==> config.mk <==
export PLATFORM = sky130hd
export DESIGN_NAME = writeback_arb
export DESIGN_NICKNAME = d
export VERILOG_FILES = /design/src/rtl/writeback_arb.sv
export SDC_FILE = /design/constraint.sdc
export NUM_CORES = 1
export LEC_CHECK = 0
export CORE_UTILIZATION = 34
export CTS_CLUSTER_DIAMETER = 150
export DETAILED_ROUTE_END_ITERATION = 6
export PLACE_DENSITY = 0.77
export SETUP_SLACK_MARGIN = 0.1
export SLEW_MARGIN = 10
export SYNTH_ARGS = -nofsm -noshare
export SYNTH_HDL_FRONTEND = slang
export SYNTH_SLANG_ARGS = --single-unit
==> constraint.sdc <==
create_clock -name clk -period 2.7 [get_ports clk]
set_clock_uncertainty 0.05 [all_clocks]
set_input_delay 0.675 -clock clk [delete_from_list [all_inputs] [get_ports clk]]
set_output_delay 0.675 -clock clk [all_outputs]
set_load 0.01 [all_outputs]
==> src/rtl/writeback_arb.sv <==
// rtl/writeback_arb.sv - round-robin arbiter merging execute-pipe completions onto one registered port
module writeback_arb #(
    parameter int P_NUM_PIPES = 4,
    parameter int P_SEQ_BITS  = 8
) (
    input  logic                            clk,
    input  logic                            rst,
    input  logic [P_NUM_PIPES-1:0]          ex_val,
    output logic [P_NUM_PIPES-1:0]          ex_rdy,
    input  logic [P_NUM_PIPES*P_SEQ_BITS-1:0] ex_seq_num,
    input  logic [P_NUM_PIPES*5-1:0]        ex_waddr,
    input  logic [P_NUM_PIPES*32-1:0]       ex_wdata,
    input  logic [P_NUM_PIPES-1:0]          ex_wen,
    output logic                            cmp_val,
    output logic [P_SEQ_BITS-1:0]           cmp_seq_num,
    output logic [4:0]                      cmp_waddr,
    output logic [31:0]                     cmp_wdata,
    output logic                            cmp_wen,
    output logic [31:0]                     cmp_count
);

    localparam int PTR_W = (P_NUM_PIPES > 1) ? $clog2(P_NUM_PIPES) : 1;
    localparam logic [PTR_W-1:0] LAST_PIPE = PTR_W'(P_NUM_PIPES - 1);

    logic [PTR_W-1:0]       ptr_q, ptr_d;
    logic [PTR_W-1:0]       win_idx;
    logic                   win_any;
    logic                   xfer;
    logic                   cmp_val_q;
    logic [P_SEQ_BITS-1:0]  cmp_seq_q;
    logic [4:0]             cmp_waddr_q;
    logic [31:0]            cmp_wdata_q;
    logic                   cmp_wen_q;
    logic [31:0]            cmp_count_q, cmp_count_d;
    logic [P_SEQ_BITS-1:0]  win_seq;
    logic [4:0]             win_waddr;
    logic [31:0]            win_wdata;
    logic                   win_wen;

    // Rotating priority scan starting at ptr; only ex_val and ptr feed the grant.
    always_comb begin
        int unsigned j;
        win_any = 1'b0;
        win_idx = '0;
        j       = 0;
        for (int k = 0; k < P_NUM_PIPES; k++) begin
            j = int'(ptr_q) + k;
            if (j >= P_NUM_PIPES) begin
                j = j - P_NUM_PIPES;
            end
            if (!win_any && ex_val[j]) begin
                win_any = 1'b1;
                win_idx = j[PTR_W-1:0];
            end
        end
    end

    // One-hot grant, suppressed during reset so nothing is accepted in a reset cycle.
    always_comb begin
        ex_rdy = '0;
        xfer   = win_any & ~rst;
        if (xfer) begin
            ex_rdy[win_idx] = 1'b1;
        end
    end

    // Select the winner's payload and compute the pointer/count successors.
    always_comb begin
        win_seq     = ex_seq_num[win_idx*P_SEQ_BITS +: P_SEQ_BITS];
        win_waddr   = ex_waddr[win_idx*5 +: 5];
        win_wdata   = ex_wdata[win_idx*32 +: 32];
        win_wen     = ex_wen[win_idx];
        cmp_count_d = cmp_count_q + 32'd1;
        ptr_d       = ptr_q;
        if (xfer) begin
            ptr_d = (win_idx == LAST_PIPE) ? '0 : win_idx + PTR_W'(1);
        end
    end

    // Completion register: pulse valid for one cycle per transfer, hold data when idle.
    always_ff @(posedge clk) begin
        if (rst) begin
            ptr_q       <= '0;
            cmp_val_q   <= 1'b0;
            cmp_seq_q   <= '0;
            cmp_waddr_q <= '0;
            cmp_wdata_q <= '0;
            cmp_wen_q   <= 1'b0;
            cmp_count_q <= '0;
        end else begin
            ptr_q     <= ptr_d;
            cmp_val_q <= xfer;
            if (xfer) begin
                cmp_seq_q   <= win_seq;
                cmp_waddr_q <= win_waddr;
                cmp_wdata_q <= win_wdata;
                // x0 is hardwired zero, so a write to it is turned into a no-write.
                cmp_wen_q   <= win_wen & (win_waddr != 5'd0);
                cmp_count_q <= cmp_count_d;
            end else begin
                cmp_wen_q   <= 1'b0;
            end
        end
    end

    assign cmp_val     = cmp_val_q;
    assign cmp_seq_num = cmp_seq_q;
    assign cmp_waddr   = cmp_waddr_q;
    assign cmp_wdata   = cmp_wdata_q;
    assign cmp_wen     = cmp_wen_q;
    assign cmp_count   = cmp_count_q;

endmodule

# Word level (Yosys, flattened, before mapping)

Cells that the tools add are included.

$mul: 1
Add/sub/neg operators: 9
Bitwise gates (word level): 4
Muxes and demuxes: 26
Eq/ne operators: 1
Magnitude comparators: 10
Reduce and logical (&&, ||, !) cells: 9
Shift operators: 3

Operators with widths:

| cell                                                         | number |
|---|---|
| less-than comparator 32 x 3 -> 1 bit (second input constant) | 4 |
| two-way mux 32 bit                                           | 4 |
| indexed part select 128 x 8 -> 32 bit                        | 1 |
| adder 32 x 1 -> 32 bit (second input constant)               | 1 |
| indexed part select 32 x 6 -> 8 bit                          | 1 |
| indexed part select 20 x 6 -> 5 bit                          | 1 |
| subtractor 3 x 3 -> 4 bit (second input constant)            | 3 |
| binary-select mux 1 bit (select 2 bit)                       | 5 |
| two-way mux 1 bit                                            | 10 |
| two-way mux 2 bit                                            | 5 |
| >= comparator 3 bit (second input constant)                  | 3 |
| adder 2 x 2 -> 3 bit (second input constant)                 | 2 |
| multiplier 2 x 3 -> 5 bit (second input constant)            | 1 |
| nonzero test 5 bit                                           | 1 |
| logical AND 1 bit                                            | 4 |
| two-way mux 4 bit                                            | 1 |
| subtractor 2 x 3 -> 4 bit (second input constant)            | 1 |
| adder 2 x 1 -> 3 bit (second input constant)                 | 1 |
| >= comparator 2 x 3 -> 1 bit (second input constant)         | 1 |
| zero test 1 bit                                              | 3 |
| less-than comparator 2 x 3 -> 1 bit (second input constant)  | 1 |
| adder 2 x 1 -> 2 bit (second input constant)                 | 1 |
| bitwise AND 1 bit                                            | 2 |
| demux 1 bit (select 2 bit)                                   | 1 |
| other kinds (4)                                              | 5 |

Flip-flop bits (word level): 81
Logic and storage cells: 70
Output and inout bits: 83

# Longest topological paths before layout

Depth after elaboration: 19
Gate-level depth with buffers: 9
Mapped depth without buffers: 7

# Least setup slack after synthesis

OpenSTA, ideal clock, no wires.

Path type: input -> output
From: in ex_val[2]
To: out ex_rdy[0]
Arrival: 2073 ps
Data required time: 1975 ps
Stages: 7
Setup slack: -98 ps
Cell sequence: nor2b_1 > a21o_1 > a211oi_4 > inv_2 > clkbuf_1 > ha_1 > and2_1

Word-level cells in the longest chain between the ends: 17
Elaborated cells between the ends (all ways): 29

Ends and longest elaborated chain:

| what                                                                                                      | line | RTL |
|---|---|---|
| start, declared                                                                                           | 8    | `input logic [P_NUM_PIPES-1:0] ex_val,` |
| binary-select mux 1 bit (select 2 bit)                                                                    | 51   | `if (!win_any && ex_val[j]) begin` |
| two-way mux 1 bit (not written as such)                                                                   | 51   |  |
| two-way mux 1 bit                                                                                         | 51   |  |
| zero test 1 bit                                                                                           | 51   |  |
| logical AND 1 bit                                                                                         | 51   |  |
| two-way mux 1 bit                                                                                         | 51   |  |
| zero test 1 bit                                                                                           | 51   |  |
| logical AND 1 bit                                                                                         | 51   |  |
| two-way mux 1 bit                                                                                         | 51   |  |
| zero test 1 bit                                                                                           | 51   |  |
| logical AND 1 bit                                                                                         | 51   |  |
| two-way mux 2 bit                                                                                         | 51   |  |
| less-than comparator 2 x 3 -> 1 bit (not written as such) or >= comparator 2 x 1 -> 1 bit (tied branches) | 63   | `ex_rdy[win_idx] = 1'b1;` |
| logical AND 1 bit (not written as such)                                                                   | 63   |  |
| two-way mux 1 bit (not written as such)                                                                   | 63   |  |
| demux 1 bit (select 2 bit)                                                                                | 63   |  |
| two-way mux 4 bit (*)                                                                                     | 62   | `if (xfer) begin` |
| end, declared                                                                                             | 9    | `output logic [P_NUM_PIPES-1:0] ex_rdy,` |

Mark *: on every way between the ends. The rest lies on a longest branch, timed or not. The select of a mux whose other input is x is not followed.

# Final worst setup path

From: in ex_val[2]
To: out ex_rdy[1]

Same word-level chain as after synthesis.

==> out/results.txt <==
RR Endpoint: cmp_waddr[3]
Post-Syn Area: 0.00450 mm2
Gr usage total: 0.258
Synth area leader: dfxtp_1
Die Y: 117 um
Data arrival, critical path: 1.92 ns
Switch share: 0.336
Share of layout cells above drive strength 1: 0.110
Vias in the first global route: 5,245
Max rail drop VDD: 283 uV
Final Cycle Share: 0.980
DRT Wirelength: 17,400 um
P&R area growth vs syn: 78.4%
Die W: 117 um
GRT overflow: 0
Synth Warn #: 0
Ys async rst share: 0
CTS buffer count: 9
R2r startpoint: ptr_q[0]
Slew Viols, Final: 0
PortBufs: 272
Drt pass-1 iters: 5
Worst hold path startpoint: cmp_waddr[2]
Routed WL per cell: 16.0 um
Slowest-stage cell, CP: a211oi_4
IO Pins: 273
RSZ-0062 raised after global routing: true
Psw: 0.00149 W
Crit-path cells: buf_8 -> nor2b_4 -> a21o_1 -> a211oi_4 -> buf_4 -> buf_6 -> ha_4 -> and2_4 -> buf_6
Critical path peak fanout: 5
Hold buffers post-CTS: 0
Post-DP Area: 0.00768 mm2
Clock sink total: 81
# nets final: 1,103
Endpoints failing setup: 0
CP startpoint kind: primary input
Cell count after synthesis: 619
Reg area: 0.00162 mm2
Hold_ws: 0.411 ns
Longest Clk Path Bufs: 2
Post-synth top flop: dfxtp_1
First-pass GRT wire length: 26,800 um
#FFs+latches synth: 81
Netlist cell types: 39
Tot Pwr: 0.00443 W
Top post-synthesis cells by area: dfxtp_1, nand2_1, nand3_1
Max incr delay on CP: 0.25 ns
Outcome: complete, no violations
Final-report hold violation count: 0
Place WS: -0.709 ns
Worst reg2reg path depth: 10
DR iter-0 viols: 324
R2R Setup Slk: 0.28 ns
Clock power share: 0.258
Max Cap Viol: 0
Pwr per Cell Area: 552 mW/mm2
WP data required: 1.98 ns
Syn nets: 814
Final ANT Viol Nets: 0
Worst-Margin Slew: 0.835 ns
Drt via density: 5.06
Avg Inst Size Synth: 7.27 um2
H-tree Lvls: 3
HPWL after DPL: 12,900 um
Vias: 5,495
Internal Power: 0.00294 W
Gpl congestion: 0.814
Multi-input logic area: 0.00276 mm2
Post-synth EDFFs: 0
Min Tclk post-route: 2.64 ns
Row count: 41
Synth top area share: 0.360
Hold Path Class: reg -> reg
Crit Path Category: in -> out
CTS tree: built
Clock transition at path regs: 0.06 ns
Fmax: 378 MHz
Commonest non-fill, non-tap cells in the layout: clkdlybuf4s50_1, nand2_1, nand3_1, dfxtp_1, buf_4
Slew Limit Headroom: 0.443
Sequential power share: 0.325
Largest net degree at the start of global routing: 82
Most common cell after layout, fill and taps aside: clkdlybuf4s50_1
Final core utilization: 0.629
Clock Tree Root: clkbuf_16
Cell mode on critical path: buf_6
Sequential fraction of the synthesis area: 0.360
Worst hold path depth: 2
Setup crit end kind: output pin
Core Region: 0.0128 mm2
Initial antenna violation count: 0
ANT cells: 0
Endpoint, Worst Hold: cmp_waddr[2]
# DRC: 0
Initial core utilization: 0.353
Setup ws final: 0.0553 ns
Die ar.: 0.0137 mm2
Logic pwr share: 0.417
Clk Latency, worst-skew pair: 0.34 ns
Post-Layout Inst Area: 0.00803 mm2
Leak: 3.15 nW
Fillers: 1,117
## power groups by stage
| stage | Sequential, W | Combinational, W | Clock [W] |
|---|---|---|---|
| after floorplan | 0.00153 | 0.000862 | 0 |
| after global placement | 0.00146 | 0.00177 | 0 |
| after detailed placement | 0.00146 | 0.00178 | 0 |
| after CTS | 0.00144 | 0.00184 | 0.00116 |
| after global routing | 0.00146 | 0.00201 | 0.00122 |
| final | 0.00144 | 0.00185 | 0.00114 |
## through the flow
stage / setup TNS, ns / instances
final: 0 / 1085
after CTS: 0 / 1084
after detailed placement: -21.19 / 1062
after floorplan: 0 / 619
after global placement: -19.24 / 1062
after global routing: 0 / 1085
## worst max path at each step
stage | startpoint | endpoint | depth (start not counted)
detailed placement | ex_val[0] | ex_rdy[1] | 9
global placement | ex_val[2] | ex_rdy[3] | 8
floorplan | ex_val[2] | ex_rdy[0] | 7
finish | ex_val[2] | ex_rdy[1] | 9
CTS | ex_val[2] | ex_rdy[1] | 9
global route | ex_val[2] | ex_rdy[1] | 9
## cell usage after synthesis, types with 2 or more instances
master / number
a211o_1: 2
a211oi_4: 2
a21o_1: 2
a21oi_1: 18
a22o_1: 2
a32o_1: 40
and2_1: 5
and3_1: 7
and4_1: 2
buf_2: 21
buf_4: 3
clkbuf_1: 19
dfxtp_1: 81
ha_1: 5
inv_1: 8
inv_2: 2
nand2_1: 182
nand2b_1: 4
nand3_1: 107
nand4_1: 6
nand4_2: 2
nor2_1: 33
nor2b_1: 2
nor3_1: 5
o21ai_0: 16
or3_1: 9
xnor2_1: 13
xor2_1: 10
## worst max-delay path, delay by kind of cell
family,cells,cell delay [ns]
and+or+nand+nor,2,0.25
adders and majority gates,1,0.11
AOI/OAI and AO/OA,2,0.42
buffers and inverters,4,0.46
## state kept, by name, summed over array words and instances (netlist names)
signal and cells:
cmp_wen 1, cmp_wdata 32, ptr_q 2, cmp_waddr 5
cmp_val 1, cmp_seq_num 8, cmp_count 32
## kinds of logic (layout without fill, tap and decap cells)
kind of cell | Yosys count | after routing | share of synthesized area
DFF | 81 | 81 | 0.360
and+or+nand+nor | 369 | 369 | 0.371
AOI/OAI and AO/OA | 86 | 86 | 0.155
muxes | 1 | 1 | 0.00222
xor gates and xnor gates | 23 | 23 | 0.0447
buffers and inverters | 54 | 348 | 0.0533
adders and majority gates | 5 | 5 | 0.0139
## layer usage
metal / vias up / track usage / routed length [um]
met5: - / 0 / 0
li1: 2744 / - / -
met2: 181 / 0.439 / 8320
met3: 37 / 0.0742 / 1500
met1: 2533 / 0.296 / 7020
met4: 0 / 0.128 / 558
## layout make-up
type / instances / area share
multi-input combinational: 484 / 0.343
clock buffer: 9 / 0.0280
tap: 172 / 0.0268
timing repair buffer: 322 / 0.389
sequential: 81 / 0.202
clock inverter: 7 / 0.00592
inverter: 10 / 0.00499
## timing repair
item	CTS	global route
setup endpoints to repair	46	7
gates cloned	0	0
pin swaps	8	3
endpoints found under the hold margin	0	0
resized for setup	44	4
buffers inserted	6	1
(Power assumes the default switching activity.)
==> edit 1: new RTL, config.mk and constraints unchanged <==
The parameter `P_NUM_PIPES` goes from 4 to 2.
--- a/src/rtl/writeback_arb.sv
+++ b/src/rtl/writeback_arb.sv
@@ -1,5 +1,5 @@
 // rtl/writeback_arb.sv - round-robin arbiter merging execute-pipe completions onto one registered port
 module writeback_arb #(
-    parameter int P_NUM_PIPES = 4,
+    parameter int P_NUM_PIPES = 2,
     parameter int P_SEQ_BITS  = 8
 ) (
Ports: changed (6 resized); port bits go from 273 to 177. The function was not compared with the original's and may differ.
==> edit 1 against the unedited design <==
First-iteration DRC count is 66% lower. Critical path type unchanged. Global-route usage is 5.7 points lower. Final area is 30% lower. Worst setup slack better by 180 ps. Wire length is 38% lower. Synthesized area is 23% lower. Maximum frequency is 7.3% higher. Sequential cell count is 1 lower. Count of clock-buffer cells in the layout stayed put.
Power is not compared: it rests on default switching activity, and its combinational part moved more than twofold at a synthesized area within 25%.
==> edit 1: results (changes against the unedited design) <==
critical_path:
  slowest_delay_ps: 300  # was 250 ps
  crit_path_top_delay_cell: "dlygate4sd2_1"  # was a211oi_4
  cp_max_fo: 3  # was 5
  critPathArrivalTime_ps: 1740  # was 1920 ps
global_route:
  grt_pass1_wl_um: 16800  # was 26800 um
  grt_use_total: 0.201  # was 0.258
  grt_pass1_vias: 3610  # was 5245
  grt_max_degree: 43  # was 82
place:
  io_buffers: 176  # was 272
  gp_congestion: 0.800  # was 0.814
  hpwl_um: 7840  # was 12900 um
  post-place-ws_ps: -251  # was -709 ps
drt:
  wl_met1_um: 4400  # was 7020 um
  met3WireLength_um: 797  # was 1500 um
  via_per_inst: 5.25  # was 5.06
  first_pass_iters: 4  # was 5
  postRouteWirelength_um: 10700  # was 17400 um
  drtIter0Drc: 110  # was 324
  routed-wl-met2_um: 5380  # was 8320 um
synthesis:
  netlist_top_cells_count: "dfxtp_1 (80), a21oi_1 (59), nand2_1 (52), a22oi_1 (40), clkbuf_1 (27)"  # was nand2_1 (182), nand3_1 (107), dfxtp_1 (81), a32o_1 (40), nor2_1 (33)
  synth.distinct_cells: 36  # was 39
  synthTopCellsByArea: "dfxtp_1 (46%), a22oi_1 (8.6%), a21oi_1 (8.5%)"  # was dfxtp_1 (36%), nand2_1 (15%), nand3_1 (12%)
  ys_seq_area_frac: 0.460  # was 0.360
  syn_nets: 507  # was 814
clocking:
  cts_resized: 4  # was 44
  path_clk_slew_ps: 80  # was 60 ps
  post-cts-setup-buffers: 0  # was 6
  root_buffer: "clkbuf_8"  # was clkbuf_16
timing:
  tightestPinTransition_ps: 720  # was 835 ps
power_and_ir_drop:
  cellLeakagePower_nw: 1.97
outcome:
  outcome: "finished, final reports clean"  # unchanged
cells_and_area:
  nFillCells: 866  # was 1117
  drive_gt1_frac: 0.0767  # was 0.110
  fin_nets: 679  # was 1103
[edit 1: cell type report]
type	instances	area, um2	share of cell area
flip-flops and latches	80	1600	0.284
multi-input cells	291	1750	0.310
clock buffers	9	124	0.0220
inverters	6	22.5	0.00399
well taps	133	166	0.0295
clock inverters	7	78.8	0.0140
repair buffers	194	1900	0.337
[edit 1: where the power goes]
part           total [W]  switching (W)  internal, W
sequential       0.00128      0.0000371      0.00124
combinational   0.000495       0.000199     0.000296
clock           0.000927       0.000490     0.000437
total            0.00270       0.000727      0.00197
[edit 1: final timing paths]
check | from | to | slack [ps] | cells past startpoint
min | ptr_q$_SDFFE_PP0N_ | ptr_q$_SDFFE_PP0N_ | 440 | 2
max | ex_val[0] | ex_rdy[0] | 240 | 5
max reg2reg | cmp_count[7]$_SDFFE_PP0N_ | cmp_count[27]$_SDFFE_PP0N_ | 340 | 4
min reg2reg | ptr_q$_SDFFE_PP0N_ | ptr_q$_SDFFE_PP0N_ | 440 | 2
[edit 1: layer usage]
metal,global-route usage,up-vias
met5,0,-
met4,0.0726,0
met3,0.0551,12
met2,0.344,139
met1,0.243,1777
li1,-,1850
[edit 1: through the flow]
stage / cell area [um2] / hold slack (ps) / utilization / std cells / total power, W
5_1_grt: 5640 / 469 / 0.572 / 720 / 0.00282
4_1_cts: 5640 / 450 / 0.572 / 720 / 0.00273
3_5_place_dp: 5440 / 438 / 0.552 / 704 / 0.00180
2_1_floorplan: 3490 / 394 / - / 410 / 0.00148
3_3_place_gp: 5440 / 402 / 0.552 / 704 / 0.00179
6_report: 5640 / 438 / 0.572 / 720 / 0.00270
[edit 1: kinds of logic after synthesis]
| group | share of synthesized area |
|---|---|
| mux | 0.0302 |
| fa+ha+maj | 0.00359 |
| compound gates | 0.224 |
| flops | 0.460 |
| buf+inv | 0.0445 |
| simple gates | 0.213 |
| xor+xnor | 0.0251 |
[edit 1: critical path, delay by kind of cell]
family                 cells  cell delay (ps)
buffers and inverters      3              730
AOI/OAI and AO/OA          1              260
and+or+nand+nor            1               60
==> edit 2: new RTL, same settings <==
Made on the original files. Make the reset (`rst`) asynchronous in one clocked block.
--- a/src/rtl/writeback_arb.sv
+++ b/src/rtl/writeback_arb.sv
@@ -79,5 +79,5 @@
 
     // Completion register: pulse valid for one cycle per transfer, hold data when idle.
-    always_ff @(posedge clk) begin
+    always_ff @(posedge clk or posedge rst) begin
         if (rst) begin
             ptr_q       <= '0;
Behaviour: differs if rst is asserted again (counterexample within 4 cycles, from zero or initial values and one cycle with rst high); with rst held inactive, the same outputs for 4 cycles.
==> edit 2 against the unedited design <==
Total power increased by 37%. Final area increased by 3.6%. Maximum frequency rose by 0.76%. Worst setup slack better by 20 ps. Count of clock-buffer cells in the layout stayed put. Die area grew 7.2%. Synthesized area up 7.4%. Wire length shrank 9.4%. Clock power is 23% higher. Critical path depth stayed put. Sequential cell count did not move. First-iteration DRC count is 25% lower. Largest cell class unchanged. Largest power group unchanged. Highest routed layer is now met5.
==> edit 2: results (changes against the unedited design) <==
synthesis:
  synth.distinct_cells: 36  # was 39
  ys_warn_count: 0  # unchanged
  synthFlopType: "dfrtp_1"  # was dfxtp_1
  syn_nets: 776  # was 814
  synthTopCellsByArea: "dfrtp_1 (42%), nand2_1 (13%), nand3_1 (9.3%)"  # was dfxtp_1 (36%), nand2_1 (15%), nand3_1 (12%)
  ys_seq_area_frac: 0.419  # was 0.360
  ys_async_sr_fraction: 1.00  # was 0
  netlist_top_cells_count: "nand2_1 (172), nand3_1 (90), dfrtp_1 (81), nor2b_1 (43), a31o_2 (28)"  # was nand2_1 (182), nand3_1 (107), dfxtp_1 (81), a32o_1 (40), nor2_1 (33)
  ys_seq_elements: 81  # unchanged
global_route:
  grtUsageMet2: 0.384  # was 0.439
  met1_usage: 0.260  # was 0.296
  antenna_found_initial: 1  # was 0
  grt.met3_usage: 0.0564  # was 0.0742
  grt_pass1_wl_um: 25200  # was 26800 um
  grt_max_degree: 70  # was 82
  grt_use_total: 0.222  # was 0.258
  grt_pass1_vias: 4970  # was 5245
timing:
  tightestPinTransition_ps: 741  # was 835 ps
  slew_violations: 0  # unchanged
  period_minus_slack_ps: 2620  # was 2640 ps
drt:
  met3WireLength_um: 1070  # was 1500 um
  first_pass_iters: 4  # was 5
  drtIter0Drc: 243  # was 324
  routed-wl-met2_um: 7790  # was 8320 um
  dr.max_layer_used: "met5"  # was met4
  via_per_inst: 4.84  # was 5.06
  wl_met1_um: 6440  # was 7020 um
  routedWlPerCell_um: 15.1  # was 16.0 um
clocking:
  root_buffer: "clkbuf_16"  # unchanged
  ctsHtreeMaxLevel: 3  # unchanged
  numCtsBuffers: 9  # unchanged
power_and_ir_drop:
  p_sw_w: 0.00206  # was 0.00149 W
  cellLeakagePower_nw: 3.55  # was 3.15 nW
  vdd_ir_drop_max_mv: 0.394  # was 0.283 mV
  combinationalPowerShare: 0.482  # was 0.417
  powerSeq_w: 0.00175  # was 0.00144 W
  powerDensity_nw_per_um2: 730  # was 552 nW/um2
critical_path:
  reg2reg_slack_ps: 250  # was 280 ps
  cp-startpoint: "ex_val[2]"  # unchanged
  r2r_start: "ptr_q[1]$_DFFE_PP0P_"  # was ptr_q[0]$_SDFFE_PP0P_
  cp_max_fo: 5  # unchanged
  critPathArrivalTime_ps: 1900  # was 1920 ps
place:
  io_buffers: 272  # unchanged
  hpwl_um: 11600  # was 12900 um
  post-place-ws_ps: -657  # was -709 ps
  gp_congestion: 0.820  # was 0.814
hold_path:
  hp-class: "flip-flop to flip-flop"  # unchanged
  hp-start: "cmp_count[31]$_DFFE_PP0P_"  # was cmp_waddr[2]$_SDFFE_PP0P_
cells_and_area:
  signal_buffers: 306  # was 322
  nFillCells: 1239  # was 1117
  comb.multi_input.count: 453  # was 484
  clk_share: 0.0409  # was 0.0340
  nonClkBufAreaFrac: 0.359  # was 0.389
  seq_area_frac: 0.244  # was 0.202
  multi_input_area_share: 0.324  # was 0.343
  num-nonclk-inverters: 9  # was 10
  diodes: 0  # unchanged
  drive_gt1_frac: 0.135  # was 0.110
  fin_nets: 1055  # was 1103
outcome:
  outcome: "finished, final reports clean"  # unchanged
-- edit 2: cell count changes after synthesis, sizes merged, moves of 15 or more --
cell | before | now
a31o | 0 | 41
nor2b | 2 | 43
dfxtp | 81 | 0
a32o | 40 | 0
nor2 | 33 | 13
a21oi | 18 | 3
dfrtp | 0 | 81
nand3 | 107 | 90
-- edit 2: repair_timing --
action / in CTS / in global routing
pin swaps: 9 / 3
setup buffers: 8 / 0
resized for setup: 49 / 11
endpoints found under the setup margin: 31 / 5
-- edit 2: stage by stage --
stage               instances  area [um2]  hold slack, ps
floorplan                 581        4860             458
global placement         1022        7850             410
detailed placement       1022        7850             432
CTS                      1044        8290             440
global route             1044        8320             452
finish                   1044        8320             433
-- edit 2: critical path, cell delays in order --
cell and delay, ps:
clkbuf_4 150, mux2i_2 180, nor2_2 70, nor3_4 240
buf_6 150, inv_8 40, ha_4 130, and2_1 120
buf_2 130
-- edit 2: logic make-up after synthesis --
| group | share of synthesized area |
|---|---|
| AND/OR/NAND/NOR | 0.341 |
| adder cells (fa/ha/maj) | 0.0129 |
| buffers and inverters | 0.0414 |
| multiplexers | 0.0412 |
| AO/OA/AOI/OAI | 0.0883 |
| flip-flops | 0.419 |
| XOR/XNOR | 0.0562 |
-- edit 2: worst paths after layout --
path                                             endpoint  depth (start not counted)
worst min-delay path            cmp_count[31]$_DFFE_PP0P_                          1
worst min register to register  cmp_count[31]$_DFFE_PP0P_                          1
min in group asynchronous        cmp_wdata[5]$_DFFE_PP0P_                          4
worst max register to register          cmp_wen$_DFF_PP0_                         10
max in group asynchronous            ptr_q[1]$_DFFE_PP0P_                          4
worst max-delay path                            ex_rdy[2]                          9
